File: src/rtl/alu_acc_seq.sv
// Accumulator operand sequencer feeding a combinational ALU and capturing its result.
// Latency: ALU op result valid 2 edges after accept, load result 1 edge after accept.
// Backpressure: RESP holds result until res_ready; no command accepted meanwhile.
module alu_acc_seq #(
    parameter int Width = 3
) (
    input  logic             clk,
    input  logic             rst,
    input  logic             cmd_valid,
    output logic             cmd_ready,
    input  logic             cmd_load,
    input  logic [2:0]       cmd_sel,
    input  logic [Width-1:0] cmd_operand,
    output logic [Width-1:0] alu_a,
    output logic [Width-1:0] alu_b,
    output logic [2:0]       alu_sel,
    input  logic [Width-1:0] alu_rout,
    input  logic             alu_overout,
    output logic             res_valid,
    input  logic             res_ready,
    output logic [Width-1:0] res_data,
    output logic             res_over,
    output logic             ovf_sticky,
    input  logic             clr_sticky
);

    typedef enum logic [1:0] {
        IDLE = 2'd0,
        EXEC = 2'd1,
        RESP = 2'd2
    } state_t;

    state_t           state_q, state_d;
    logic [Width-1:0] acc_q, acc_d;
    logic [Width-1:0] alu_a_q, alu_a_d;
    logic [Width-1:0] alu_b_q, alu_b_d;
    logic [2:0]       alu_sel_q, alu_sel_d;
    logic [Width-1:0] res_data_q, res_data_d;
    logic             res_over_q, res_over_d;
    logic             ovf_sticky_q, ovf_sticky_d;

    always_comb begin
        state_d      = state_q;
        acc_d        = acc_q;
        alu_a_d      = alu_a_q;
        alu_b_d      = alu_b_q;
        alu_sel_d    = alu_sel_q;
        res_data_d   = res_data_q;
        res_over_d   = res_over_q;
        ovf_sticky_d = ovf_sticky_q;

        case (state_q)
            IDLE: begin
                if (cmd_valid) begin
                    if (cmd_load) begin
                        acc_d      = cmd_operand;
                        res_data_d = cmd_operand;
                        res_over_d = 1'b0;
                        state_d    = RESP;
                    end else begin
                        alu_a_d   = acc_q;
                        alu_b_d   = cmd_operand;
                        alu_sel_d = cmd_sel;
                        state_d   = EXEC;
                    end
                end
            end
            EXEC: begin
                acc_d      = alu_rout;
                res_data_d = alu_rout;
                res_over_d = alu_overout;
                state_d    = RESP;
            end
            RESP: begin
                if (res_ready) begin
                    state_d = IDLE;
                end
            end
            default: state_d = IDLE;
        endcase

        // A capture-cycle overflow wins over a simultaneous clear.
        if ((state_q == EXEC) && alu_overout) begin
            ovf_sticky_d = 1'b1;
        end else if (clr_sticky) begin
            ovf_sticky_d = 1'b0;
        end
    end

    always_ff @(posedge clk) begin
        if (rst) begin
            state_q      <= IDLE;
            acc_q        <= '0;
            alu_a_q      <= '0;
            alu_b_q      <= '0;
            alu_sel_q    <= '0;
            res_data_q   <= '0;
            res_over_q   <= 1'b0;
            ovf_sticky_q <= 1'b0;
        end else begin
            state_q      <= state_d;
            acc_q        <= acc_d;
            alu_a_q      <= alu_a_d;
            alu_b_q      <= alu_b_d;
            alu_sel_q    <= alu_sel_d;
            res_data_q   <= res_data_d;
            res_over_q   <= res_over_d;
            ovf_sticky_q <= ovf_sticky_d;
        end
    end

    assign cmd_ready  = (state_q == IDLE) && !rst;
    assign res_valid  = (state_q == RESP);
    assign alu_a      = alu_a_q;
    assign alu_b      = alu_b_q;
    assign alu_sel    = alu_sel_q;
    assign res_data   = res_data_q;
    assign res_over   = res_over_q;
    assign ovf_sticky = ovf_sticky_q;

endmodule

File: config.mk
export PLATFORM = sky130hd
export DESIGN_NAME = alu_acc_seq
export DESIGN_NICKNAME = d
export VERILOG_FILES = /design/src/rtl/alu_acc_seq.sv
export SDC_FILE = /design/constraint.sdc
export NUM_CORES = 1
export LEC_CHECK = 0
export ABC_AREA = 1
export ABC_CLOCK_PERIOD_IN_PS = 2240
export BUFFER_PORTS_ARGS = -buffer_cell sky130_fd_sc_hd__buf_2
export CORE_MARGIN = 2
export CORE_UTILIZATION = 45
export DETAILED_ROUTE_END_ITERATION = 16
export PLACE_DENSITY = 0.77
export SYNTH_ARGS = -nofsm -noshare
export SYNTH_HDL_FRONTEND = slang
export SYNTH_SLANG_ARGS = --single-unit
File: constraint.sdc
create_clock -name clk -period 2.24 [get_ports clk]
set_input_delay 0.448 -clock clk [delete_from_list [all_inputs] [get_ports clk]]
set_output_delay 0.448 -clock clk [all_outputs]
set_load 0.1 [all_outputs]
# After elaboration in Yosys (flattened, before gate mapping)
# Cells that the tools add are included.
[word_totals] input_bits=16 output_inout_bits=16 reg_bits=16
[op_classes] bitwise_logic=1 reduce_logical=9 muxes=12 eq_ne=5
[op_table] operator="$mux W2" n=3
[op_table] operator="$mux W3" n=2
[op_table] operator="$pmux W2 S3" n=1
[op_table] operator="$pmux W3 S2" n=1
[op_table] operator="$reduce_and A3 Y1" n=2
[op_table] operator="$mux W1" n=4
[op_table] operator="$ne A2 B2 Y1 const B" n=2
[op_table] operator="$reduce_bool A2 Y1" n=2
[op_table] operator="$eq A2 B1 Y1 const B" n=1
[op_table] operator="$eq A2 B2 Y1 const B" n=1
[op_table] operator="$logic_and A1 B1 Y1" n=2
[op_table] operator="$logic_not A2 Y1" n=1
[op_table] operator="$ne A2 B1 Y1 const B" n=1
[op_table] operator="$pmux W1 S2" n=1
[op_table] operator="$reduce_and A2 Y1" n=1
[op_table] operator="$logic_not A1 Y1" n=1
[op_table] operator="$not A1 Y1" n=1

# Logic depth before layout (Yosys ltp)
[depth] ltp_word=3 mapped_depth=7 mapped_depth_nobuf=7

# Worst setup path after synthesis
# No wires, ideal clock.
[synth_timing] kind="register to output" startpoint="register state_q[0]" endpoint="output port cmd_ready" path_stages_with_launch=3 t_required_ps=1792 path_buffers=1 arrival_ps=2493 slack_ps=-701 cell_sequence="dfxtp_1 > buf_6 > nor3_1"
[synth_between] elab_chain_len=2
[synth_rtl] element="from (decl)" line_no="33" source="state_t state_q, state_d;"
[synth_rtl] element="from (signal assigned)" line_no="101" source="state_q <= state_d;"
[synth_rtl] element="$logic_not A2 Y1" line_no="112" source="assign cmd_ready = (state_q == IDLE) && !rst;"
[synth_rtl] element="$logic_and A1 B1 Y1" line_no="112"
[synth_rtl] element="to (decl)" line_no="10" source="output logic cmd_ready,"
# No other way between the ends.

# Worst setup path in the final report
[layout_timing] startpoint="register state_q[1]" endpoint="output port res_valid"
[layout_between] elab_chain_len=1
[layout_rtl] element="$eq A2 B2 Y1" line_no="113" source="assign res_valid = (state_q == RESP);"
[layout_rtl] element="to (decl)" line_no="19" source="output logic res_valid,"
# No other way between the ends.

==> metrics.yaml <==
status: "completed"
dp_cells: 140
fp.dieW_um: 43.6
synth_edf_count: 0
cap_violations: 0
holdBufCountCts: 0
synth_top_family_by_area: "simple AND/OR/NAND/NOR gates"
drt_pass1_iterations: 4
drt-wirelength-per-cell_um: 11.1
grt_overflow: 0
synth_compound_area_share_pct: 7.80
synthTopCellsByArea: "dfxtp_1, nand2_1, nand3_1"
hold_viol_final: 0
min-delay-start: "clr_sticky"
antenna_left: 0
setup_viol_count_final: 0
port-buffer-count: 31
arrival_ns: 1.42
numCtsBuffers: 3
antenna_cells: 0
grtUsageMet3_pct: 5.00
htree_levels: 1
hold_path_class: "in -> reg"
final_cells: 144
syn_inst: 96
peakVddDrop_mv: 0.449
grt_max_degree: 15
synthFlopType: "dfxtp_1"
drv_slew: 0
p_per_area_nw_per_um2: 809
synth_area_leader_cell: "dfxtp_1"
grt_busiest_layer: "met2"
synthAdderAreaFrac_pct: 0
syn_nets: 112
ys_top_cells_by_count: "nand2_1, nand3_1, dfxtp_1"
placed_area_um2: 860
layout-drive-gt1-share_pct: 32.8
grt_pass1_wl_mm: 2.64
rows: 14
clk_pin_slew_ns: 0.09
yosys_register_bits: 16
dp_hpwl_mm: 1.20
tightestPinTransition_ns: 0.490
insertion_delay_ns: 0.30
startpoint: "state_q[1]$_SDFFE_PP0P_"
drc: 0
gp_congestion: 0.809
crit_required_ns: 1.79
synth.area.mux_share_pct: 0
coreArea_um2: 1490
cellLeakagePower_nw: 0.467
start_util_pct: 47.4
r2r-start: "state_q[0]$_SDFFE_PP0P_"
critPathLaunchType: "flip-flop"
synth-simple-area-share_pct: 38.3
ios: 32
antenna_found_initial: 0
grt.met1_usage_pct: 23.4
dieArea_um2: 1900
reg2reg_slack_ns: 1.03
vias_per_cell: 4.90
post-route-util_pct: 60.2
post-route-period-util_pct: 83.5
grt_use_met2_pct: 28.2
worstSetupEndpointType: "output pin"
synth-async-reset-ratio_pct: 0
yosys.cell_count.top_type: "nand2_1"
ctsResizeCount: 0
grt_use_total_pct: 19.0
synth_top_area_share_pct: 45.4
drtIter0Drc: 15
grt_pass1_vias: 649
final_area_um2: 896
syn_area_per_cell_um2: 7.35
clock-root-buffer: "clkbuf_4"
postCtsSetupRepairBufs: 0
post_synth_xor_area_fraction_pct: 0
skew_ns: 0.00312
fin_nets: 145
vias: 705
clkSinkCount: 16
rsz0062_at_grt: "no"
cts_buffer_depth: 2
syn2layout_area_growth_pct: 27.0
cts_tree: "built"
netlist-cell-type-count: 13
path_class: "reg -> out"
fmax_mhz: 535
finalPower_mw: 0.725
fin_crit_ns: 1.87
syn_area_um2: 706
slew_headroom_pct: 67.5
crit_path_max_fanout: 8
synth_warnings: 0
wirelength_mm: 1.60
ys_seq_area_share_pct: 45.4
die_h_um: 43.6
==> state kept, by name (all words and copies together), names as in the netlist <==
register / cells
res_data: 3
alu_b: 3
alu_a: 3
ovf_sticky: 1
alu_sel: 3
state_q: 2
res_over: 1
==> cells in the final DEF (no fill, tap or decap), types with 2 or more instances in the layout <==
master    count
a21oi_1      11
buf_2        31
clkbuf_4      3
dfxtp_1      16
inv_1         8
nand2_1      25
nand2_4       2
nand3_1      18
nor2_1        8
nor2_4        2
==> final timing paths <==
check,end,depth (start not counted)
worst max-delay path,res_valid,3
worst min-delay path,ovf_sticky$_SDFFE_PP0P_,4
worst max register to register,state_q[1]$_SDFFE_PP0P_,6
worst min register to register,alu_b[0]$_SDFFE_PP0P_,2
==> logic make-up (layout without fill, tap and decap cells) <==
kind of cell	Yosys count	count (layout)
flops	16	16
compound gates	11	11
simple gates	57	57
buf+inv	12	44
==> power by group <==
group          switching (mW)  internal, mW  leakage (nW)
Clock                  0.0944        0.0993        0.0210
Sequential             0.0119         0.300         0.131
Combinational           0.177        0.0429         0.315
Total                   0.283         0.442         0.467
==> worst max-delay path, stage by stage, from the launching register on <==
cell and delay, ns:
dfxtp_1 0.43, inv_2 0.12, nor2_1 0.13, buf_2 0.44
==> metrics by stage <==
step / hold slack (ns) / setup slack, ns / setup TNS, ns
floorplan: 0.517 / -0.00262 / -0.00262
global placement: 0.446 / 0.609 / 0
detailed placement: 0.452 / 0.601 / 0
CTS: 0.393 / 0.357 / 0
global route: 0.403 / 0.260 / 0
finish: 0.398 / 0.370 / 0
==> layer usage <==
metal / routed length, µm / vias to the layer above / share of wire, %
li1: - / 371 / -
met1: 710 / 308 / 44
met2: 769 / 20 / 48
met3: 74 / 6 / 4.6
met4: 42 / 0 / 2.6
met5: 0 / - / 0
==> area by class of cell <==
cell class	instances	area, µm²
repair buffers	31	155
fillers	140	593
inverters	9	33.8
well taps	16	20.0
multi-input cells	68	330
clock buffers	4	36.3
flip-flops and latches	16	320
No activity file was read; power rests on OpenSTA's default activity.
